<file path="config.mk">
export PLATFORM = sky130hd
export DESIGN_NAME = jump_sequencer
export DESIGN_NICKNAME = d
export VERILOG_FILES = /design/src/rtl/jump_sequencer.sv
export SDC_FILE = /design/constraint.sdc
export NUM_CORES = 1
export LEC_CHECK = 0
export ABC_AREA = 1
export BUFFER_PORTS_ARGS = -buffer_cell sky130_fd_sc_hd__buf_4
export CAP_MARGIN = 20
export CORE_AREA = 3 3 185 187
export DETAILED_ROUTE_END_ITERATION = 8
export DIE_AREA = 0 0 188 190
export SLEW_MARGIN = 20
export SYNTH_ARGS = -nofsm -noshare
export SYNTH_HDL_FRONTEND = slang
export SYNTH_SLANG_ARGS = --single-unit
</file>
<file path="constraint.sdc">
create_clock -name clk -period 2 [get_ports clk]
set_clock_uncertainty 0.2 [all_clocks]
set_input_delay 0.2 -clock clk [delete_from_list [all_inputs] [get_ports clk]]
set_output_delay 0.2 -clock clk [all_outputs]
set_load 0.05 [all_outputs]
</file>
<file path="src/rtl/jump_sequencer.sv">
// rtl/jump_sequencer.sv - sequences one JAL/JALR through the registered jump units
// Latches operands, resolves unit results, then writes back/redirects or traps.
module jump_sequencer #(
  parameter int RETIRE_COUNT_WIDTH = 32
) (
  input  logic                          clk,
  input  logic                          n_reset,
  input  logic                          request_valid,
  output logic                          request_ready,
  input  logic                          request_is_jalr,
  input  logic [31:0]                   request_program_counter,
  input  logic [2:0]                    request_subfunction_3,
  input  logic [31:0]                   request_input_register1_value,
  input  logic [31:0]                   request_immediate,
  input  logic [4:0]                    request_rd_index,
  output logic [31:0]                   unit_program_counter,
  output logic [31:0]                   unit_input_register1_value,
  output logic [31:0]                   unit_immediate,
  output logic [2:0]                    unit_subfunction_3,
  input  logic [31:0]                   jal_result_rd,
  input  logic [31:0]                   jal_result_pc,
  input  logic [31:0]                   jalr_result_rd,
  input  logic [31:0]                   jalr_result_pc,
  output logic                          register_write_valid,
  input  logic                          register_write_ready,
  output logic [4:0]                    register_write_index,
  output logic [31:0]                   register_write_value,
  output logic                          pc_write_valid,
  output logic [31:0]                   pc_write_value,
  output logic                          pipeline_flush,
  output logic                          trap_valid,
  input  logic                          trap_ready,
  output logic [1:0]                    trap_cause,
  output logic [31:0]                   trap_program_counter,
  output logic [RETIRE_COUNT_WIDTH-1:0] retired_jump_count
);

  typedef enum logic [2:0] {
    IDLE, EXECUTE, RESOLVE, WRITEBACK, REDIRECT, TRAP
  } state_t;

  state_t state, next_state;

  logic                          is_jalr_q;
  logic [31:0]                   pc_q, rs1_q, imm_q, link_q, target_q;
  logic [2:0]                    funct3_q;
  logic [4:0]                    rd_q;
  logic [1:0]                    cause_q;
  logic [RETIRE_COUNT_WIDTH-1:0] count_q;

  logic [31:0] selected_target, selected_link;
  logic        illegal_funct3, misaligned_target;

  always_comb begin
    selected_target   = is_jalr_q ? jalr_result_pc : jal_result_pc;
    selected_link     = is_jalr_q ? jalr_result_rd : jal_result_rd;
    illegal_funct3    = is_jalr_q && (funct3_q != 3'b000);
    misaligned_target = (selected_target[1:0] != 2'b00);
  end

  always_ff @(posedge clk or negedge n_reset) begin
    if (!n_reset) state <= IDLE;
    else          state <= next_state;
  end

  always_comb begin
    next_state = state;
    case (state)
      IDLE:      if (request_valid) next_state = EXECUTE;
      EXECUTE:   next_state = RESOLVE;
      RESOLVE: begin
        // Illegal funct3 outranks misalignment; rd == 0 skips the register write.
        if (illegal_funct3 || misaligned_target) next_state = TRAP;
        else if (rd_q != 5'd0)                   next_state = WRITEBACK;
        else                                     next_state = REDIRECT;
      end
      WRITEBACK: if (register_write_ready) next_state = REDIRECT;
      REDIRECT:  next_state = IDLE;
      TRAP:      if (trap_ready) next_state = IDLE;
      default:   next_state = IDLE;
    endcase
  end

  always_ff @(posedge clk or negedge n_reset) begin
    if (!n_reset) begin
      is_jalr_q <= 1'b0;
      pc_q      <= '0;
      rs1_q     <= '0;
      imm_q     <= '0;
      funct3_q  <= '0;
      rd_q      <= '0;
      link_q    <= '0;
      target_q  <= '0;
      cause_q   <= '0;
      count_q   <= '0;
    end else begin
      if (state == IDLE && request_valid) begin
        is_jalr_q <= request_is_jalr;
        pc_q      <= request_program_counter;
        rs1_q     <= request_input_register1_value;
        imm_q     <= request_immediate;
        funct3_q  <= request_subfunction_3;
        rd_q      <= request_rd_index;
      end
      // Capture the unit results once so the later handshakes see a frozen payload.
      if (state == RESOLVE) begin
        link_q   <= selected_link;
        target_q <= selected_target;
        cause_q  <= illegal_funct3 ? 2'd1 : 2'd2;
      end
      if (state == REDIRECT) count_q <= count_q + RETIRE_COUNT_WIDTH'(1);
    end
  end

  assign request_ready              = (state == IDLE);
  assign unit_program_counter       = pc_q;
  assign unit_input_register1_value = rs1_q;
  assign unit_immediate             = imm_q;
  assign unit_subfunction_3         = funct3_q;
  assign register_write_valid       = (state == WRITEBACK);
  assign register_write_index       = rd_q;
  assign register_write_value       = link_q;
  assign pc_write_valid             = (state == REDIRECT);
  assign pipeline_flush             = (state == REDIRECT);
  assign pc_write_value             = target_q;
  assign trap_valid                 = (state == TRAP);
  assign trap_cause                 = cause_q;
  assign trap_program_counter       = pc_q;
  assign retired_jump_count         = count_q;

endmodule

</file>
# After elaboration in Yosys (flattened, before gate mapping)
# Index checks and enable logic that the tools add are counted.
# word_totals
register_bits	206
latchBits	0
ramBits	0
romBits	0
input_bits	238
output_inout_bits	239
word_cells	37
mem_count	0
# classes
n_addsub	1
multipliers	0
div_mod_pow	0
n_lt_le_gt_ge	0
n_eq_ne	8
n_shift	0
muxes	9
n_bitwise	0
n_reduce_logical	8
# op_table
op	n
32-bit two-way mux	2
32-bit by 1-bit adder with 32-bit output (second input constant)	1
3-bit two-way mux	5
3-bit one-hot mux with 5 select lines	1
3-bit by 2-bit == test with 1-bit output (second input constant)	2
3-bit == test (second input constant)	2
5-bit nonzero test	1
2-bit by 1-bit inequality test with 1-bit output (second input constant)	2
3-bit by 1-bit == test with 1-bit output (second input constant)	1
3-bit logical NOT	1
3-bit AND reduction	1
3-bit nonzero test	1
1-bit logical AND	2
2-bit two-way mux	1
2-bit inequality test (second input constant)	1
2-bit nonzero test	1
1-bit logical OR	1

# Depth between registers and ports, before layout
# Gate-level depths: netlist (run 1).
# logic_depth
depth_word	5
mapped_depth	10
depth_no_buf	10

# Worst setup path after synthesis (run 1)
# Ideal clock, no wire load.
# synth_path
path_kind	reg2reg
startpoint	reg state[2]
endpoint	reg state[2]
setup_time_ns	0.118
arrival_time_ns	1.665
t_required_ns	1.682
path_slack_ns	0.017
path_stages_with_launch	9
path_buffers	0
period_less_slack_ns	1.983
cell_sequence	dfrtp_1 -> inv_2 -> nand2_1 -> nor2_1 -> nand2_1 -> nand3_1 -> nor2_1 -> nand3_1 -> nand2_1
# synth_between
elab_chain_len	3
word_cells_on_any_way	10
# synth_lines
item	line	source
from (decl)	42	state_t state, next_state;
from (signal assigned)	63	else state <= next_state;
3-bit by 2-bit == test with 1-bit output (*)	-	
named net register_write_valid	24	output logic register_write_valid,
2-bit by 1-bit inequality test with 1-bit output (no source line)	-	
3-bit AND reduction (no source line)	-	
# The timed path passes the listed nets; every way through them passes the cells marked *.
# A chain may end at the register's enable or synchronous reset.

# Worst setup path in the final report (run 1)
# layout_path
startpoint	reg state[1]
endpoint	out pipeline_flush
# layout_between
elab_chain_len	1
# layout_lines
item	line	source
3-bit == test	124	assign pipeline_flush = (state == REDIRECT);
to (decl)	30	output logic pipeline_flush,
# No other way between the ends.

==> summary.md, run 1 <==
| Metric | Value |
|---|---|
| Result of the run | completed |
| Yosys warning total | 0 |
| Max-capacitance violation count | 0 |
| Reg power frac | about a quarter |
| CP max stage delay | 0.41 ns |
| Overall power consumption | slightly below 0.03 W |
| Met3 WL post-DR | approximately 2200 um |
| Post-Route WL | 35100 um |
| First-pass GRT wire length | 54900 um |
| Largest net degree at the start of global routing | 53 |
| Drt wl/cell | between 15 and 20 um |
| Initial Util | between 20% and 30% |
| Crit start category | flip-flop |
| Flops & latches, synth | 206 |
| Net switching share of the total power | 49.6% |
| Met2 wire len | 17700 um |
| Netlist area before placement | 9360 um2 |
| Die width | 188 um |
| Area share of the leading cell type in the synthesized netlist | about 55% |
| Cell types occupying the most area after synthesis | sky130_fd_sc_hd__dfrtp_1 55%, sky130_fd_sc_hd__mux2_4 9.6%, sky130_fd_sc_hd__nand2_1 6.5% |
| Estimated wirelength of the detail-placed design | 24000 um |
| Post-Synthesis Mean Instance Area | 10.4 um2 |
| Max frequency | 0.516 GHz |
| Final-stage net count | 1827 |
| H-tree Lvls | 1 |
| Ordered list of cells on the worst path | nor2_2, nand2_4, inv_4, buf_4 |
| Antenna violations before repair | 0 |
| Startpoint-to-endpoint class of the critical path | flip-flop to output pin |
| Critical Path End Type | output pin |
| Count of TritonRoute iterations in the first routing pass | 5 |
| Number of global-route vias before repair | 9878 |
| Buffers inserted during post-CTS setup optimization | 0 |
| Average via count per standard cell | 4.45 |
| VDD IR-drop max | 1.28 mV |
| Non-Filler Cell Area, Final | 16600 um2 |
| Placed cell areas | around 13000 um2 |
| Port Buf Inserts | about 480 |
| Antenna diode count | 0 |
| Fraction of registers with async set or reset after synthesis | 100% |
| Chip height | 190 um |
| Compound-cell area share of the yosys netlist | 5.70% |
| Power density of the placed cells | 1770 nW/um2 |
| Simple-gate area share of the yosys netlist | 16.0% |
| Layout Area Growth over Synthesis | 77.4% |
| DRT met1 WL | 13800 um |
| Sequential area share after synthesis | 55.1% |
| Rows | 66 |
| Worst-Margin Slew | 0.379 ns |
| Initial detailed-routing violation count | ~320 |
| Internal power | 0.0148 W |
| Cell taking the most area after synthesis | sky130_fd_sc_hd__dfrtp_1 |
| DR DRC count | 0 |
| Data arrival time at the worst-slack endpoint | 1.54 ns |
| Fin worst setup slack | approximately 0.06 ns |
| Worst-path cell with the longest stage delay | sky130_fd_sc_hd__dfrtp_1 |
| Setup repair after global routing missed its margin | true |
| Synthesized netlist net count | between 1000 and 1500 |
| Combinational share of power | 58.6% |
| CTS Buffer Depth | 3 |
| Top layer reached by signal wires | met4 |
| Adder-cell area share of the yosys netlist | 0.134% |
| Clock sinks | 206 |
| Area inside the core boundary | 32600 um2 |
| Cell leakage power | 8.35 nW |
| Fraction of final layout cells with drive strength greater than 1 | 40.3% |
| Via count | 9106 |
| Top-count cell post-synth | sky130_fd_sc_hd__dfrtp_1 |
| TritonCTS buffer count | 25 |
| Synthesized-area fraction occupied by xor and xnor cells | around 1.8% |
| DRT antenna net count | 0 |
| Top_reg_cell synth | sky130_fd_sc_hd__dfrtp_1 |
| Post-synthesis mux area share | between 10 and 15% |
| Clock latency on the worst-skew pair | just over 0.5 ns |
| Layout fillers | 2846 |
| Hold slack | 0.117 ns |
| Register-to-register setup slack | 0.13 ns |
| Global router's overall resource usage | 19.0% |
| Most frequent cells after synthesis | 206 x sky130_fd_sc_hd__dfrtp_1, 162 x sky130_fd_sc_hd__nand2_1, 159 x sky130_fd_sc_hd__nor2_1 |
| Largest family of logic cells by synthesized area | simple AND/OR/NAND/NOR gates |
| Share of the clock period used by the worst path | 96.9% |
| Clock slew at the register clock pins of the worst setup and hold paths | 0.06 ns |
| GR Overflow Total | 0 |
| Switching power of the nets | roughly 0.015 W |
| Largest delay contributor family on the critical path | flip-flops |
| Clock network power share | 16.5% |
| Number of distinct library cells after synthesis | 28 |
| Number of hold violations in the final report | 0 |
| Worst hold-check path type | primary input to flip-flop |
| Weighted congestion at the end of routability-driven global placement | 0.808 |
| Final setup TNS | 0 ns |
| Top fanout value on the critical path | 9 |
| Count of buffering cells on the critical path with inverters included | 2 |
| Max-slew violation count | 0 |
| CTS Root Cell | sky130_fd_sc_hd__clkbuf_16 |
| Number of setup violations in the final report | 0 |
| Synthesized instance count | around 900 |
| Clock tree from TritonCTS | yes |
| Worst setup timing slack at the placement stage | 0.209 ns |
| Clock period minus final worst setup slack | 1.94 ns |
| Worst slew margin relative to its limit | 74.7% |
| EDFF count, synth | 0 |
| # IOs | 477 |
| Combined area of the multi-input logic cells | 3560 um2 |
| Sequential cell area in the final layout | a little over 5000 um2 |
| Critical Path RT | 1.60 ns |
| Die Area | 35700 um2 |
==> area by class of cell <==
class	instances	area share [%]
well taps	442	3.33
flip-flops and latches	206	31.1
clock buffers	35	4.36
multi-input cells	566	21.4
repair buffers	737	37.7
inverters	52	1.21
clock inverters	9	0.942
==> layer usage <==
layer,global-route usage [%],vias up
li1,-,4284
met1,22.9,4389
met2,33.4,352
met3,3.94,81
met4,7.30,0
met5,0,-
==> final timing paths <==
check                              startpoint                             end  depth (start not counted)
setup / recovery                     state[1]                  pipeline_flush                          4
max in group asynchronous             n_reset        trap_program_counter[27]                          4
min in group asynchronous             n_reset  unit_input_register1_value[10]                          3
setup reg to reg                     state[1]         trap_program_counter[1]                          6
hold reg to reg            pc_write_value[29]              pc_write_value[29]                          2
hold / removal              jalr_result_pc[0]                        state[1]                          8
==> sequential cells by signal, summed over array words and instances (netlist names), 3 cells and up <==
signal                      cells
state                           3
unit_subfunction_3              3
retired_jump_count             32
register_write_value           32
unit_immediate                 32
trap_program_counter           32
register_write_index            5
pc_write_value                 32
unit_input_register1_value     32
==> what timing repair did <==
item,4_1_cts,5_1_grt
hold endpoints to repair,378,21
setup endpoints to repair,2,22
hold buffers,238,1
resized for setup,4,0
==> per-stage QoR <==
step | std cells | util [%]
after CTS | 2047 | 50.9
final | 2047 | 50.9
after detailed placement | 1765 | 40.9
after global placement | 1765 | 40.9
after floorplan | 896 | -
after global routing | 2047 | 50.9
==> layout by cell type, fill, tap and decap left out, types with 6 or more instances in the layout <==
cell	count
sky130_fd_sc_hd__a21oi_1	7
sky130_fd_sc_hd__buf_12	9
sky130_fd_sc_hd__buf_4	487
sky130_fd_sc_hd__clkbuf_16	25
sky130_fd_sc_hd__clkbuf_8	7
sky130_fd_sc_hd__dfrtp_1	205
sky130_fd_sc_hd__dlygate4sd3_1	238
sky130_fd_sc_hd__inv_1	47
sky130_fd_sc_hd__mux2_1	6
sky130_fd_sc_hd__mux2_2	32
sky130_fd_sc_hd__mux2_4	60
sky130_fd_sc_hd__nand2_1	162
sky130_fd_sc_hd__nand3_1	24
sky130_fd_sc_hd__nand4_1	9
sky130_fd_sc_hd__nor2_1	159
sky130_fd_sc_hd__nor2_2	7
sky130_fd_sc_hd__nor3_1	7
sky130_fd_sc_hd__o31ai_1	62
sky130_fd_sc_hd__xnor2_1	11
sky130_fd_sc_hd__xor2_1	8
==> logic make-up after synthesis <==
| kind of cell | count (synthesis) |
|---|---|
| and+or+nand+nor | 374 |
| DFF | 206 |
| buffers and inverters | 124 |
| muxes | 98 |
| AOI/OAI and AO/OA | 74 |
| xor gates and xnor gates | 19 |
| adders and majority gates | 1 |
==> power by group through the flow <==
stage          Sequential (W)  Clock (W)  Combinational (W)
2_1_floorplan          0.0133          0            0.00571
3_3_place_gp          0.00725          0             0.0166
3_5_place_dp          0.00728          0             0.0168
4_1_cts               0.00727    0.00501             0.0172
5_1_grt               0.00756    0.00515             0.0180
6_report              0.00732    0.00487             0.0172
==> worst reg2reg max path, delay by kind of cell, from the launching register on <==
| kind | cells | cell delay, ns |
|---|---|---|
| and+or+nand+nor | 3 | 0.44 |
| DFF | 1 | 0.41 |
| buffers and inverters | 2 | 0.36 |
| muxes | 1 | 0.34 |
(Power assumes the default switching activity.)
==> inputs of run 2 (changes only) <==
--- a/config.mk
+++ b/config.mk
@@ -8,9 +8,13 @@
 export ABC_AREA = 1
 export BUFFER_PORTS_ARGS = -buffer_cell sky130_fd_sc_hd__buf_4
 export CAP_MARGIN = 20
-export CORE_AREA = 3 3 185 187
+export CELL_PAD_IN_SITES_DETAIL_PLACEMENT = 1
+export CELL_PAD_IN_SITES_GLOBAL_PLACEMENT = 2
+export CORE_ASPECT_RATIO = 1.5
+export CORE_MARGIN = 3
+export CORE_UTILIZATION = 26
 export DETAILED_ROUTE_END_ITERATION = 8
-export DIE_AREA = 0 0 188 190
+export PLACE_DENSITY_LB_ADDON = 0.1
 export SLEW_MARGIN = 20
 export SYNTH_ARGS = -nofsm -noshare
 export SYNTH_HDL_FRONTEND = slang
==> run 2 against run 1 <==
Against the previous run:
- via count decreased by 0.59%
- critical path type unchanged
- combinational power about the same
- final cell count up 1.5%
- sequential cell count unchanged
- non-clock buffer count down 3
- wire length increased by 13%
- global-route usage grew 1.1 points
- core utilization shrank 4.0 points
- clock power decreased by 7.6%
- total power shrank 0.94%
==> summary.md, run 2 (same netlist as run 1, synthesis figures left out) <==
| Metric | Value |
|---|---|
| Max-capacitance violation count | 0 (unchanged) |
| Area inside the core boundary | 35300 um2 (was 32600 um2) |
| Worst hold-check path type | primary input to flip-flop (unchanged) |
| Drt wl/cell | 19.0 um (was 17.1 um) |
| # IOs | 477 (unchanged) |
| Cell leakage power | 8.31 nW (was 8.35 nW) |
| Initial detailed-routing violation count | 265 (was 322) |
| Max frequency | 0.523 GHz (was 0.516 GHz) |
| Origin of the worst setup path | state[1] (unchanged) |
| Number of global-route vias before repair | 10100 (was 9878) |
| Hold Path Origin | jalr_result_pc[1] (was jalr_result_pc[0]) |
| Critical Path End Type | output pin (unchanged) |
| Share of the clock period used by the worst path | 95.6% (was 96.9%) |
| Most frequent cells in the layout | 483 x sky130_fd_sc_hd__buf_4, 238 x sky130_fd_sc_hd__dlygate4sd3_1, 204 x sky130_fd_sc_hd__dfrtp_1, 160 x sky130_fd_sc_hd__nand2_1, 157 x sky130_fd_sc_hd__nor2_1 (was 487 x sky130_fd_sc_hd__buf_4, 238 x sky130_fd_sc_hd__dlygate4sd3_1, 205 x sky130_fd_sc_hd__dfrtp_1, 162 x sky130_fd_sc_hd__nand2_1, 159 x sky130_fd_sc_hd__nor2_1) |
| Worst R2R Start | state[1] (unchanged) |
| Startpoint-to-endpoint class of the critical path | flip-flop to output pin (unchanged) |
| Rows | 84 (was 66) |
| Worst slew margin relative to its limit | 62.7% (was 74.7%) |
| Clock sinks | 206 (unchanged) |
| DRT antenna net count | 0 (unchanged) |
| Count of TritonRoute iterations in the first routing pass | 4 (was 5) |
| Clock tree from TritonCTS | yes (unchanged) |
| Via count | 9052 (was 9106) |
| Max-slew violation count | 0 (unchanged) |
| Clock period minus final worst setup slack | 1.91 ns (was 1.94 ns) |
| Data arrival time at the worst-slack endpoint | 1.51 ns (was 1.54 ns) |
| Post-Route WL | 39500 um (was 35100 um) |
| GR Overflow Total | 0 (unchanged) |
| CTS Root Cell | sky130_fd_sc_hd__clkbuf_16 (unchanged) |
| First-pass GRT wire length | 60700 um (was 54900 um) |
| Number of hold violations in the final report | 0 (unchanged) |
| Result of the run | completed (unchanged) |
| Largest net degree at the start of global routing | 76 (was 53) |
| Clock slew at the register clock pins of the worst setup and hold paths | 0.06 ns (about the same) |
| Hold slack | 0.0347 ns (was 0.117 ns) |
| Most common library cell in the layout ignoring fill and taps | sky130_fd_sc_hd__buf_4 (unchanged) |
| CTS Buffer Depth | 3 (unchanged) |
| Number of setup violations in the final report | 0 (unchanged) |
| Layout fillers | 3957 (was 2846) |
| Critical Path RT | 1.60 ns (about the same) |
| Die width | 161 um (was 188 um) |
| Setup repair after global routing missed its margin | false (was true) |
| TritonCTS buffer count | 24 (was 25) |
| Global router's overall resource usage | 20.1% (was 19.0%) |
| Estimated wirelength of the detail-placed design | 28300 um (was 24000 um) |
| Clock latency on the worst-skew pair | 0.53 ns (was 0.51 ns) |
| Fraction of final layout cells with drive strength greater than 1 | 40.5% (was 40.3%) |
| Chip height | 238 um (was 190 um) |
| H-tree Lvls | 1 (unchanged) |
| Final-stage net count | 1823 (was 1827) |
| Crit start category | flip-flop (unchanged) |
| Top fanout value on the critical path | 8 (was 9) |
| Worst-Margin Slew | 0.560 ns (was 0.379 ns) |
| VDD IR-drop max | 0.912 mV (was 1.28 mV) |
| Layout Area Growth over Synthesis | 77.2% (was 77.4%) |
| Antenna violations before repair | 2 (was 0) |
| DR DRC count | 0 (unchanged) |
| Initial Util | 26.5% (was 28.7%) |
| Weighted congestion at the end of routability-driven global placement | 0.786 (was 0.808) |
| Power density of the placed cells | 1760 nW/um2 (was 1770 nW/um2) |
| Average via count per standard cell | 4.36 (was 4.45) |
| Final setup TNS | 0 ns (unchanged) |
| Port Buf Inserts | 476 (unchanged) |
| Die Area | 38400 um2 (was 35700 um2) |
## run 2: cell count changes in the layout (fill, tap and decap cells not counted), moves of 2 or more
cell,change
sky130_fd_sc_hd__buf_8,+2
sky130_fd_sc_hd__bufinv_16,-4
sky130_fd_sc_hd__nor2_1,-2
sky130_fd_sc_hd__clkinvlp_4,-2
sky130_fd_sc_hd__nand2_2,+2
sky130_fd_sc_hd__clkbuf_8,+5
sky130_fd_sc_hd__diode_2,+2
sky130_fd_sc_hd__nor2_4,+2
sky130_fd_sc_hd__buf_4,-4
sky130_fd_sc_hd__nand2_1,-2
## run 2: final cells by class
cell class                      count  area, um2  share of cell area (%)
Antenna cell                        2       5.00                  0.0302
Tap cell                          473        592                    3.57
Inverter                           52        200                    1.21
Clock inverter                      4       31.3                   0.189
Sequential cell                   206       5160                    31.1
Timing Repair Buffer              734       6230                    37.6
Multi-Input combinational cell    566       3580                    21.6
Clock buffer                       40        781                    4.71
## run 2: worst max-delay path, cell delays in order (launching register included)
cell	delay, ns
sky130_fd_sc_hd__dfrtp_1	0.43
sky130_fd_sc_hd__nor2_4	0.16
sky130_fd_sc_hd__nand2_4	0.12
sky130_fd_sc_hd__inv_4	0.11
sky130_fd_sc_hd__buf_6	0.16
## run 2: timing repair
action                                  4_1_cts  5_1_grt
hold buffers                                239        0
pin swaps                                     0        1
endpoints found under the setup margin        3        6
hold endpoints to repair                    378        0
resized for setup                             7        7
buffers inserted                              0        2
gates cloned                                  0        0
## run 2: worst paths after layout
path                                                  endpoint  slack (ns)  depth (start not counted)
max in group asynchronous                            is_jalr_q        1.11                          3
worst max register to register  unit_input_register1_value[16]        0.14                          6
worst max-delay path                            pc_write_valid        0.09                          4
worst min-delay path                                  state[1]        0.03                          8
min in group asynchronous                   unit_immediate[15]        0.05                          3
worst min register to register        register_write_value[23]        0.28                          2
## run 2: metal layers
| metal | part of all wire (%) | vias up | wire length (um) | track usage, % |
|---|---|---|---|---|
| met5 | 0 | - | 0 | 0 |
| met4 | 3.6 | 0 | 1410 | 7.36 |
| met3 | 6.9 | 69 | 2720 | 5.05 |
| met2 | 53 | 322 | 20900 | 36.9 |
| met1 | 37 | 4383 | 14500 | 22.4 |
| li1 | - | 4278 | - | - |
## run 2: stage by stage
stage / power, W / cell area [um2] / utilization, % / cells / setup slack, ns
floorplan: 0.0190 / 9360 / - / 896 / 0.0166
global placement: 0.0240 / 13300 / 37.7 / 1790 / 0.160
detailed placement: 0.0242 / 13300 / 37.7 / 1790 / 0.0803
CTS: 0.0294 / 16500 / 46.8 / 2073 / 0.00308
global route: 0.0305 / 16600 / 46.9 / 2077 / 0.00676
finish: 0.0291 / 16600 / 46.9 / 2077 / 0.0873
## run 2: power by group
group	switching (W)	internal [W]	total [W]
logic	0.0116	0.00572	0.0173
clock network	0.00185	0.00265	0.00450
registers	0.00129	0.00602	0.00730
==> inputs of run 3 (changes only) <==
--- a/config.mk
+++ b/config.mk
@@ -14,7 +14,7 @@
 export CORE_MARGIN = 3
 export CORE_UTILIZATION = 26
 export DETAILED_ROUTE_END_ITERATION = 8
-export PLACE_DENSITY_LB_ADDON = 0.1
+export PLACE_DENSITY = 0.9
 export SLEW_MARGIN = 20
 export SYNTH_ARGS = -nofsm -noshare
 export SYNTH_HDL_FRONTEND = slang
==> run 3 against run 2 <==
Against the previous run:
- core utilization shrank 0.064 points
- first-iteration DRC count grew 9.8%
- sequential share of layout area grew 0.050 points
- final cell count is essentially flat
- sequential cell count is the same
- die area did not move
- total power up 1.2%
==> summary.md, run 3 (same netlist as run 1, synthesis figures left out) <==
| Metric | Value |
|---|---|
| Ordered list of cells on the worst path | nor2_4, nand2_1, inv_2, buf_8 (was nor2_4, nand2_4, inv_4, buf_6) |
| Die width | 161 um (unchanged) |
| Die Area | 38400 um2 (unchanged) |
| Initial Util | 26.5% (unchanged) |
| Combinational share of power | 59.6% (was 59.5%) |
| Critical Path End Type | output pin (unchanged) |
| DRT antenna net count | 0 (unchanged) |
| Rows | 84 (unchanged) |
| Chip height | 238 um (unchanged) |
| Clock sinks | 206 (unchanged) |
| Power density of the placed cells | 1780 nW/um2 (was 1760 nW/um2) |
| Largest net degree at the start of global routing | 128 (was 76) |
| Antenna violations before repair | 5 (was 2) |
| Clock period minus final worst setup slack | 1.92 ns (was 1.91 ns) |
| Cell count after placement | 1793 (was 1790) |
| Worst slew margin relative to its limit | 61.1% (was 62.7%) |
| Worst hold-check path type | primary input to asynchronous set/reset pin (was primary input to flip-flop) |
| Largest delay contributor family on the critical path | flip-flops (unchanged) |
| Sequential cell area in the final layout | 5160 um2 (about the same) |
| Startpoint-to-endpoint class of the critical path | flip-flop to output pin (unchanged) |
| Count of TritonRoute iterations in the first routing pass | 4 (unchanged) |
| Worst-Margin Slew | 0.584 ns (was 0.560 ns) |
| Clock tree from TritonCTS | yes (unchanged) |
| CTS Root Cell | sky130_fd_sc_hd__clkbuf_16 (unchanged) |
| Fraction of final layout cells with drive strength greater than 1 | 40.7% (was 40.5%) |
| Clock latency on the worst-skew pair | 0.52 ns (was 0.53 ns) |
| # IOs | 477 (unchanged) |
| Post-Route WL | 43400 um (was 39500 um) |
| Reg power frac | 25.5% (was 25.1%) |
| DR DRC count | 0 (unchanged) |
| Max-slew violation count | 0 (unchanged) |
| Setup repair after global routing missed its margin | true (was false) |
| Critical Path RT | 1.60 ns (about the same) |
| Area inside the core boundary | 35300 um2 (unchanged) |
| GR Overflow Total | 0 (unchanged) |
| First-pass GRT wire length | 65600 um (was 60700 um) |
| Estimated wirelength of the detail-placed design | 26800 um (was 28300 um) |
| Port Buf Inserts | 476 (unchanged) |
| Clock network power share | 15.0% (was 15.5%) |
| Layout fillers | 3911 (was 3957) |
| Number of global-route vias before repair | 10900 (was 10100) |
| Drt wl/cell | 20.9 um (was 19.0 um) |
| Switching power of the nets | 0.0151 W (was 0.0147 W) |
| Most common library cell in the layout ignoring fill and taps | sky130_fd_sc_hd__buf_4 (unchanged) |
| Final-stage net count | 1824 (was 1823) |
| Clock slew at the register clock pins of the worst setup and hold paths | 0.06 ns (about the same) |
| Most frequent cells in the layout | 484 x sky130_fd_sc_hd__buf_4, 237 x sky130_fd_sc_hd__dlygate4sd3_1, 203 x sky130_fd_sc_hd__dfrtp_1, 162 x sky130_fd_sc_hd__nand2_1, 158 x sky130_fd_sc_hd__nor2_1 (was 483 x sky130_fd_sc_hd__buf_4, 238 x sky130_fd_sc_hd__dlygate4sd3_1, 204 x sky130_fd_sc_hd__dfrtp_1, 160 x sky130_fd_sc_hd__nand2_1, 157 x sky130_fd_sc_hd__nor2_1) |
| Net switching share of the total power | 51.4% (was 50.6%) |
| Cell Count, Final, Fillers Out | 2079 (was 2077) |
| H-tree Lvls | 1 (unchanged) |
| Via count | 9400 (was 9052) |
| Initial detailed-routing violation count | 291 (was 265) |
| Layout Area Growth over Synthesis | 76.9% (was 77.2%) |
| Crit start category | flip-flop (unchanged) |
| Combined area of the multi-input logic cells | 3570 um2 (was 3580 um2) |
| Worst-path cell with the longest stage delay | sky130_fd_sc_hd__dfrtp_2 (was sky130_fd_sc_hd__dfrtp_1) |
| Share of the clock period used by the worst path | 96.1% (was 95.6%) |
| Number of setup violations in the final report | 0 (unchanged) |
| Cell leakage power | 8.30 nW (was 8.31 nW) |
| VDD IR-drop max | 1.05 mV (was 0.912 mV) |
| Utilization after layout | 46.9% (about the same) |
| Global router's overall resource usage | 21.8% (was 20.1%) |
| Average via count per standard cell | 4.52 (was 4.36) |
| CP max stage delay | 0.45 ns (was 0.43 ns) |
| Weighted congestion at the end of routability-driven global placement | 0.828 (was 0.786) |
| Number of hold violations in the final report | 0 (unchanged) |
| Result of the run | completed (unchanged) |
| Count of buffering cells on the critical path with inverters included | 2 (unchanged) |
| Internal power | 0.0143 W (was 0.0144 W) |
| Max-capacitance violation count | 0 (unchanged) |
| TritonCTS buffer count | 23 (was 24) |
| Max frequency | 0.520 GHz (was 0.523 GHz) |
| Data arrival time at the worst-slack endpoint | 1.52 ns (was 1.51 ns) |
| Top fanout value on the critical path | 5 (was 8) |
| CTS Buffer Depth | 3 (unchanged) |
## run 3: area by class of cell
cell class / count / share of cell area, %
sequential: 206 / 31.2
antenna: 5 / 0.0756
multi-input combinational: 566 / 21.6
inverter: 52 / 1.20
tap: 473 / 3.57
timing repair buffer: 736 / 37.8
clock inverter: 15 / 0.990
clock buffer: 26 / 3.67
## run 3: what timing repair did
item,4_1_cts,5_1_grt
setup endpoints to repair,3,10
resized for setup,4,10
hold buffers,237,0
gates cloned,0,0
endpoints found under the hold margin,378,0
buffers inserted,0,3
## run 3: routing by layer
layer	GRT usage [%]	share of wire, %	vias to the layer above
li1	-	-	4289
met1	22.4	36	4613
met2	41.5	54	404
met3	5.70	6.5	92
met4	9.42	4.3	2
met5	0	0.021	-
## run 3: final timing paths
path	start	endpoint	slack [ns]	cells past startpoint
setup / recovery	state[0]	request_ready	0.08	4
hold / removal	n_reset	register_write_value[28]	0.03	2
setup reg to reg	state[0]	trap_program_counter[0]	0.13	6
hold reg to reg	pc_write_value[31]	pc_write_value[31]	0.29	2
max in group asynchronous	n_reset	unit_immediate[13]	0.92	3
min in group clk	jalr_result_pc[0]	state[1]	0.08	8
## run 3: stage by stage
stage                     hold WS (ns)  instance area (um2)  worst slack, ns  setup TNS, ns  total power [W]
after floorplan                 -0.296                 9360           0.0166              0           0.0190
after global placement          0.0252                13300            0.174              0           0.0237
after detailed placement        0.0184                13300           0.0762              0           0.0241
after CTS                       0.0314                16500         -0.00667        -0.0133           0.0291
after global routing            0.0458                16600          -0.0340        -0.0521           0.0307
final                           0.0336                16600           0.0771              0           0.0295
## run 3: power by group through the flow
stage / sequential (W) / clock [W] / combinational (W)
CTS: 0.00735 / 0.00455 / 0.0172
detailed placement: 0.00736 / 0 / 0.0167
global placement: 0.00724 / 0 / 0.0164
floorplan: 0.0133 / 0 / 0.00571
global route: 0.00772 / 0.00471 / 0.0183
finish: 0.00751 / 0.00441 / 0.0176
